<file path="src/rtl/alu_arbiter_if.sv">
`default_nettype none
// ============================================================================
// Module   : alu_arbiter_if
// Purpose  : Requester, shared-ALU and response signals of alu_arbiter.
// Revision : 1.0 - initial release
// ============================================================================
interface alu_arbiter_if #(
    parameter int DATA_WIDTH = 32
);
    logic                  req0_valid;
    logic [DATA_WIDTH-1:0] req0_A;
    logic [DATA_WIDTH-1:0] req0_B;
    logic [2:0]            req0_op;
    logic                  req0_ready;

    logic                  req1_valid;
    logic [DATA_WIDTH-1:0] req1_A;
    logic [DATA_WIDTH-1:0] req1_B;
    logic [2:0]            req1_op;
    logic                  req1_ready;

    logic [DATA_WIDTH-1:0] alu_A;
    logic [DATA_WIDTH-1:0] alu_B;
    logic [2:0]            alu_op;
    logic [DATA_WIDTH-1:0] alu_Result;
    logic                  alu_Overflow;
    logic                  alu_CarryOut;
    logic                  alu_Zero;

    logic                  resp_valid;
    logic                  resp_id;
    logic [DATA_WIDTH-1:0] resp_Result;
    logic                  resp_Overflow;
    logic                  resp_CarryOut;
    logic                  resp_Zero;
    logic                  resp_ready;

    // Environment side: requesters, the ALU itself and the response consumer.
    modport master (
        output req0_valid, req0_A, req0_B, req0_op,
        input  req0_ready,
        output req1_valid, req1_A, req1_B, req1_op,
        input  req1_ready,
        input  alu_A, alu_B, alu_op,
        output alu_Result, alu_Overflow, alu_CarryOut, alu_Zero,
        input  resp_valid, resp_id, resp_Result, resp_Overflow, resp_CarryOut, resp_Zero,
        output resp_ready
    );

    modport slave (
        input  req0_valid, req0_A, req0_B, req0_op,
        output req0_ready,
        input  req1_valid, req1_A, req1_B, req1_op,
        output req1_ready,
        output alu_A, alu_B, alu_op,
        input  alu_Result, alu_Overflow, alu_CarryOut, alu_Zero,
        output resp_valid, resp_id, resp_Result, resp_Overflow, resp_CarryOut, resp_Zero,
        input  resp_ready
    );
endinterface
`default_nettype wire

</file>
<file path="src/rtl/alu_arbiter.sv">
`default_nettype none
// ============================================================================
// Module   : alu_arbiter
// Purpose  : Round-robin sharing of one combinational ALU between two requesters.
// Revision : 1.0 - initial release
// ============================================================================
module alu_arbiter #(
    parameter int DATA_WIDTH = 32
) (
    input  wire logic   clk,
    input  wire logic   resetn,
    alu_arbiter_if.slave bus
);
    typedef enum logic [1:0] {
        S_IDLE = 2'd0,
        S_EXEC = 2'd1,
        S_RESP = 2'd2
    } state_t;

    state_t                r_state;
    logic                  r_rr;
    logic [DATA_WIDTH-1:0] r_a;
    logic [DATA_WIDTH-1:0] r_b;
    logic [2:0]            r_op;
    logic                  r_id;
    logic                  r_resp_valid;
    logic                  r_resp_id;
    logic [DATA_WIDTH-1:0] r_resp_result;
    logic                  r_resp_overflow;
    logic                  r_resp_carry;
    logic                  r_resp_zero;

    logic                  w_grant;
    logic                  w_grant_id;

    // Ready is combinational so the grant and operand capture share one cycle;
    // gating with resetn keeps both readies low while reset is held.
    always_comb begin
        w_grant    = resetn && (r_state == S_IDLE) && (bus.req0_valid || bus.req1_valid);
        w_grant_id = (bus.req0_valid && bus.req1_valid) ? r_rr : bus.req1_valid;
    end

    assign bus.req0_ready = w_grant && !w_grant_id;
    assign bus.req1_ready = w_grant &&  w_grant_id;

    always_ff @(posedge clk or negedge resetn) begin
        if (!resetn) begin
            r_state         <= S_IDLE;
            r_rr            <= 1'b0;
            r_a             <= '0;
            r_b             <= '0;
            r_op            <= 3'b000;
            r_id            <= 1'b0;
            r_resp_valid    <= 1'b0;
            r_resp_id       <= 1'b0;
            r_resp_result   <= '0;
            r_resp_overflow <= 1'b0;
            r_resp_carry    <= 1'b0;
            r_resp_zero     <= 1'b0;
        end else begin
            case (r_state)
                S_IDLE: begin
                    if (w_grant) begin
                        r_a     <= w_grant_id ? bus.req1_A  : bus.req0_A;
                        r_b     <= w_grant_id ? bus.req1_B  : bus.req0_B;
                        r_op    <= w_grant_id ? bus.req1_op : bus.req0_op;
                        r_id    <= w_grant_id;
                        r_rr    <= ~w_grant_id;
                        r_state <= S_EXEC;
                    end
                end
                S_EXEC: begin
                    r_resp_result   <= bus.alu_Result;
                    r_resp_overflow <= bus.alu_Overflow;
                    r_resp_carry    <= bus.alu_CarryOut;
                    r_resp_zero     <= bus.alu_Zero;
                    r_resp_id       <= r_id;
                    r_resp_valid    <= 1'b1;
                    r_state         <= S_RESP;
                end
                S_RESP: begin
                    if (bus.resp_ready) begin
                        r_resp_valid <= 1'b0;
                        r_state      <= S_IDLE;
                    end
                end
                default: begin
                    r_resp_valid <= 1'b0;
                    r_state      <= S_IDLE;
                end
            endcase
        end
    end

    assign bus.alu_A         = r_a;
    assign bus.alu_B         = r_b;
    assign bus.alu_op        = r_op;
    assign bus.resp_valid    = r_resp_valid;
    assign bus.resp_id       = r_resp_id;
    assign bus.resp_Result   = r_resp_result;
    assign bus.resp_Overflow = r_resp_overflow;
    assign bus.resp_CarryOut = r_resp_carry;
    assign bus.resp_Zero     = r_resp_zero;

endmodule
`default_nettype wire

</file>
<file path="src/flat_wrapper.sv">
// flat-port wrapper written by rule: the top's interface ports become plain ports
module alu_arbiter_flat 
#(
    parameter int DATA_WIDTH = 32
)
  (clk, resetn, bus_req0_valid, bus_req0_A, bus_req0_B, bus_req0_op, bus_req0_ready, bus_req1_valid, bus_req1_A, bus_req1_B, bus_req1_op, bus_req1_ready, bus_alu_A, bus_alu_B, bus_alu_op, bus_alu_Result, bus_alu_Overflow, bus_alu_CarryOut, bus_alu_Zero, bus_resp_valid, bus_resp_id, bus_resp_Result, bus_resp_Overflow, bus_resp_CarryOut, bus_resp_Zero, bus_resp_ready);
  alu_arbiter_if #(.DATA_WIDTH(DATA_WIDTH)) bus_i ();
  input  wire logic clk;
  input  wire logic resetn;
  input wire logic [$bits(bus_i.req0_valid)-1:0] bus_req0_valid;
  input wire logic [$bits(bus_i.req0_A)-1:0] bus_req0_A;
  input wire logic [$bits(bus_i.req0_B)-1:0] bus_req0_B;
  input wire logic [$bits(bus_i.req0_op)-1:0] bus_req0_op;
  output wire logic [$bits(bus_i.req0_ready)-1:0] bus_req0_ready;
  input wire logic [$bits(bus_i.req1_valid)-1:0] bus_req1_valid;
  input wire logic [$bits(bus_i.req1_A)-1:0] bus_req1_A;
  input wire logic [$bits(bus_i.req1_B)-1:0] bus_req1_B;
  input wire logic [$bits(bus_i.req1_op)-1:0] bus_req1_op;
  output wire logic [$bits(bus_i.req1_ready)-1:0] bus_req1_ready;
  output wire logic [$bits(bus_i.alu_A)-1:0] bus_alu_A;
  output wire logic [$bits(bus_i.alu_B)-1:0] bus_alu_B;
  output wire logic [$bits(bus_i.alu_op)-1:0] bus_alu_op;
  input wire logic [$bits(bus_i.alu_Result)-1:0] bus_alu_Result;
  input wire logic [$bits(bus_i.alu_Overflow)-1:0] bus_alu_Overflow;
  input wire logic [$bits(bus_i.alu_CarryOut)-1:0] bus_alu_CarryOut;
  input wire logic [$bits(bus_i.alu_Zero)-1:0] bus_alu_Zero;
  output wire logic [$bits(bus_i.resp_valid)-1:0] bus_resp_valid;
  output wire logic [$bits(bus_i.resp_id)-1:0] bus_resp_id;
  output wire logic [$bits(bus_i.resp_Result)-1:0] bus_resp_Result;
  output wire logic [$bits(bus_i.resp_Overflow)-1:0] bus_resp_Overflow;
  output wire logic [$bits(bus_i.resp_CarryOut)-1:0] bus_resp_CarryOut;
  output wire logic [$bits(bus_i.resp_Zero)-1:0] bus_resp_Zero;
  input wire logic [$bits(bus_i.resp_ready)-1:0] bus_resp_ready;
  assign bus_i.req0_valid = bus_req0_valid;
  assign bus_i.req0_A = bus_req0_A;
  assign bus_i.req0_B = bus_req0_B;
  assign bus_i.req0_op = bus_req0_op;
  assign bus_req0_ready = bus_i.req0_ready;
  assign bus_i.req1_valid = bus_req1_valid;
  assign bus_i.req1_A = bus_req1_A;
  assign bus_i.req1_B = bus_req1_B;
  assign bus_i.req1_op = bus_req1_op;
  assign bus_req1_ready = bus_i.req1_ready;
  assign bus_alu_A = bus_i.alu_A;
  assign bus_alu_B = bus_i.alu_B;
  assign bus_alu_op = bus_i.alu_op;
  assign bus_i.alu_Result = bus_alu_Result;
  assign bus_i.alu_Overflow = bus_alu_Overflow;
  assign bus_i.alu_CarryOut = bus_alu_CarryOut;
  assign bus_i.alu_Zero = bus_alu_Zero;
  assign bus_resp_valid = bus_i.resp_valid;
  assign bus_resp_id = bus_i.resp_id;
  assign bus_resp_Result = bus_i.resp_Result;
  assign bus_resp_Overflow = bus_i.resp_Overflow;
  assign bus_resp_CarryOut = bus_i.resp_CarryOut;
  assign bus_resp_Zero = bus_i.resp_Zero;
  assign bus_i.resp_ready = bus_resp_ready;
  alu_arbiter #(.DATA_WIDTH(DATA_WIDTH)) u_core (.clk(clk), .resetn(resetn), .bus(bus_i));
endmodule
</file>
<file path="config.mk">
export PLATFORM = sky130hd
export DESIGN_NAME = alu_arbiter_flat
export DESIGN_NICKNAME = d
export VERILOG_FILES = /design/src/rtl/alu_arbiter_if.sv /design/src/rtl/alu_arbiter.sv /design/src/flat_wrapper.sv
export SDC_FILE = /design/constraint.sdc
export NUM_CORES = 1
export LEC_CHECK = 0
export BUFFER_PORTS_ARGS = -buffer_cell sky130_fd_sc_hd__buf_2
export CORE_MARGIN = 8
export CORE_UTILIZATION = 47
export DETAILED_ROUTE_END_ITERATION = 10
export GPL_ROUTABILITY_DRIVEN = 0
export PLACE_DENSITY = 0.92
export SLEW_MARGIN = 20
export SYNTH_ARGS = -nofsm -noshare
export SYNTH_HDL_FRONTEND = slang
export SYNTH_SLANG_ARGS = --single-unit
export TNS_END_PERCENT = 5
</file>
<file path="constraint.sdc">
create_clock -name clk -period 3.3 [get_ports clk]
set_input_delay 0.495 -clock clk [delete_from_list [all_inputs] [get_ports clk]]
set_output_delay 0.495 -clock clk [all_outputs]
set_load 0.01 [all_outputs]
</file>
# Word-level counts from Yosys, hierarchy flattened

Index checks and enable logic that the tools add are counted.

Flip-flop bits (word level): 108
Output and inout port bits: 106

Bitwise operators: 2
Equal/unequal tests: 4
Reduce and logical (&&, ||, !) cells: 11
Multiplexer cells: 9

Operators with widths:

| cell                 | number |
|---|---|
| $mux W32             | 2 |
| $pmux W2 S3          | 1 |
| $reduce_and A2 Y1    | 3 |
| $logic_and A1 B1 Y1  | 5 |
| $mux W2              | 2 |
| $mux W3              | 1 |
| $pmux W1 S3          | 1 |
| $eq A2 B1 Y1 const B | 1 |
| $eq A2 B2 Y1 const B | 1 |
| $logic_not A2 Y1     | 1 |
| $mux W1              | 2 |
| $ne A2 B1 Y1 const B | 1 |
| $ne A2 B2 Y1 const B | 1 |
| $not A1 Y1           | 2 |
| $logic_not A1 Y1     | 1 |
| $logic_or A1 B1 Y1   | 1 |

# Logic depth before layout (Yosys ltp)

Word-level depth: 5
Gate-level depth with buffers: 7
Gate-level depth less buffers: 3

# Least setup slack after synthesis

OpenSTA, ideal clock, no wires.

Path kind: input port to output port
Start: input resetn
End: output bus_req1_ready
Data required time: 2805 ps
Stages: 5
Arrival: 1450 ps
Slack: 1355 ps
Buffers on the path: 3
Cells stage by stage: or3b_1 > buf_2 > buf_6 > buf_6 > nor3b_4

Cells in the longest elaborated chain, start to end: 3

RTL lines:

| item                              | RTL line           | text |
|---|---|---|
| from (decl)                       | flat_wrapper.sv:9  | `input wire logic resetn;` |
| $logic_and A1 B1 Y1 (2 in series) | alu_arbiter.sv:39  | `w_grant = resetn && (r_state == S_IDLE) && (bus.req0_valid \|\| bus.req1_valid);` |
| $logic_and A1 B1 Y1               | alu_arbiter.sv:44  | `assign bus.req1_ready = w_grant && w_grant_id;` |
| to (decl)                         | flat_wrapper.sv:19 | `output wire logic [$bits(bus_i.req1_ready)-1:0] bus_req1_ready;` |

Every way passes these cells.

# Final worst setup path

Ends and elaborated chain as after synthesis.

==> results.cfg <==
[synthesis]
seq_area_frac_synth = 0.566
synthMuxAreaShare = 0.0848
synth_fp_nets = 577
synth-simple-area-share = 0.156
netlist.area_leader.share = 0.566
synth_area_leaders = dfrtp_1, a221o_1, mux2_2, nand2_1, nor3_1
ys.warnings.count = 0
synthDistinctLibCells = 22
synth_compound_area_frac = 0.149
syn_area_per_cell_um2 = 11.9
yosys.area.top_type = dfrtp_1
synthAdderAreaFrac = 0
yosys.area_share.xor_xnor = 0
syn_area_um2 = 4780
synth-seq-cells = 108
synthCells = 403
synth_top_family_by_area = simple AND/OR/NAND/NOR gates

[timing]
rsz0062_at_grt = no
relSlewSlack = 0.346
fin_setup_tns_ns = 0
finalSetupViolCount = 0
fin_crit_sh = 0.803
fmax_mhz = 377
fin_skew_ns = 0.0116
min_period_ns = 2.65
finalHoldViolCount = 0
drv_slew = 0
tightest_slew_ns = 0.979

[setup_path]
worst_ep_arrival_time_ns = 2.16
cp.depth = 5
crit_buf_inv = 3
crit_fanout = 26
cp.required_ns = 2.80
start_kind = primary input
worstRegToRegCells = 4
end_kind = output pin
path_class = in -> out
crit_chain = dlygate4sd3_1 > buf_4 > or3b_4 > nor3b_4 > buf_2
slowest_stage = dlygate4sd3_1
r2r_slack_ns = 1.25
cpPeakStageDelay_ns = 0.57
worst_path_dominant_cell_family = buffers and inverters

[cts]
cts-htree-levels = 3
cts.path.max_buffers = 2
cts_resized = 0
insertion_delay_ns = 0.37
root_buffer = clkbuf_8
numCtsBuffers = 9
cts_tree = done
clkSlewWorstSetupHoldPaths_ns = 0.11
clock_sinks = 108

[global_route]
grt_max_degree = 66
grt_antenna_before_repair = 1
grt_pass1_wl_mm = 24.8
overflow = 0
grt_pass1_vias = 4784
grt_usage = 0.235

[die]
boundaryPins = 280
fp.dieH_um = 117
start_util = 0.473
die_width_um = 117
core_area_um2 = 10100
std_cell_rows = 37
dieArea_um2 = 13600

[pwr]
seq_power_share = 0.430
p_sw_mw = 1.98
ir_worst_vdd_mv = 0.429
powerDensity_nw_per_um2 = 838
switching_share = 0.364
p_comb_frac = 0.405
p_int_mw = 3.45
p_leak_nw = 3.26
p_clk_frac = 0.165

[placement]
hpwl_mm = 12.7
port_buffers = 279

[finish]
area_growth_pct = 35.7
utilization = 0.642
multi_input_area_um2 = 1890
fillerInstances = 794
regArea_um2 = 2700
num-nets-final = 834
drive_gt1_frac = 0.547

[routing]
drt_first_iter_violations = 268
wl_per_cell_um = 20.6
wl_met3_mm = 1.66
postRouteAntennaNets = 0
post-route-drc-count = 0
wl_met2_mm = 8.29
top_layer_used = met4
via_per_inst = 5.54
wirelength_mm = 16.5
vias = 4445
first_pass_iters = 4
drt-met1-wl_mm = 6.12

[run_status]
outcome = completed

[hold_path]
hold_depth = 2
min_path_type = in -> reg

[run]
cap_violations = 0
-- worst register-to-register path, stage by stage (launching register included) --
cell and delay [ns]:
dfrtp_1 0.46, nor3b_1 0.44, o21ai_4 0.28, buf_4 0.38
a221o_1 0.38
-- worst paths after layout --
| kind | start | endpoint |
|---|---|---|
| min in group asynchronous | resetn | u_core.r_rr |
| hold reg to reg | u_core.bus.resp_Result[11] | u_core.bus.resp_Result[11] |
| max in group asynchronous | resetn | u_core.bus.alu_A[8] |
| hold / removal | bus_req0_B[27] | u_core.bus.alu_B[27] |
| setup / recovery | resetn | bus_req1_ready |
| setup reg to reg | u_core.r_state[0] | u_core.bus.alu_A[23] |
-- placed cells by master, fill, tap and decap left out, drive strengths merged --
master and n:
a21o 3, a221o 67, and3 1, buf 288, bufinv 2, clkbuf 11, clkinvlp 2, dfrtp 108
diode 1, dlygate4sd3 1, inv 2, mux2 36, nand2 68, nor2 1, nor2b 2, nor3 67
nor3b 2, o21a 1, o21ai 2, or3b 1
-- power groups by stage --
stage               combinational, mW  sequential [mW]  clock, mW
global route                     2.36             2.41      0.969
global placement                 2.15             2.31          0
floorplan                       0.903             2.58          0
CTS                              2.24             2.33      0.913
detailed placement               2.25             2.33          0
finish                           2.20             2.34      0.896
-- flip-flops by register name (all words and copies together) (netlist names) --
signal / flops
u_core.bus.alu_A: 32
u_core.bus.alu_B: 32
u_core.bus.alu_op: 3
u_core.bus.resp_CarryOut: 1
u_core.bus.resp_Overflow: 1
u_core.bus.resp_Result: 32
u_core.bus.resp_Zero: 1
u_core.bus.resp_id: 1
u_core.bus.resp_valid: 1
u_core.r_id: 1
u_core.r_rr: 1
u_core.r_state: 2
-- metrics by stage --
stage	total power [mW]	cell area, um2	hold WS [ns]	cells	setup WS [ns]
floorplan	3.49	4780	0.199	403	1.35
global placement	4.47	6240	0.283	784	1.20
detailed placement	4.58	6240	0.288	784	1.12
CTS	5.48	6480	0.342	801	0.657
global route	5.73	6480	0.342	802	0.603
finish	5.43	6480	0.354	802	0.649
-- cell type report --
type                       instances  share of cell area
timing repair buffer             289               0.230
sequential                       108               0.417
antenna                            1            0.000386
inverter                           1            0.000579
multi-input combinational        251               0.291
clock inverter                     5              0.0129
clock buffer                      11              0.0218
tap                              136              0.0262
-- logic make-up after synthesis --
group	count (synthesis)
mux	36
flops	108
buf+inv	44
simple gates	142
compound gates	73
-- layer usage --
metal | track usage | up-vias
li1 | - | 2016
met1 | 0.261 | 2150
met2 | 0.414 | 245
met3 | 0.0744 | 34
met4 | 0.0887 | 0
met5 | 0 | -
-- what timing repair did --
action / in CTS / in global routing
hold endpoints to repair: 1 / 0
buffers inserted: 0 / 0
hold buffers: 1 / 0
-- synth_stat cells --
master    count
and3_1        1
a221o_1      67
clkbuf_1     23
o21ai_0       1
nor3b_1       1
or3b_1        1
nor3_1       48
a21o_1        3
o21ai_1       1
nor2b_1       2
mux2_2       36
nor3_2       19
nor3b_4       1
buf_4         1
nor2_1        1
buf_6         4
buf_1         1
buf_2        14
o21a_1        1
nand2_1      68
dfrtp_1     108
inv_1         1
Note: power is estimated with default switching activity, not from simulation.
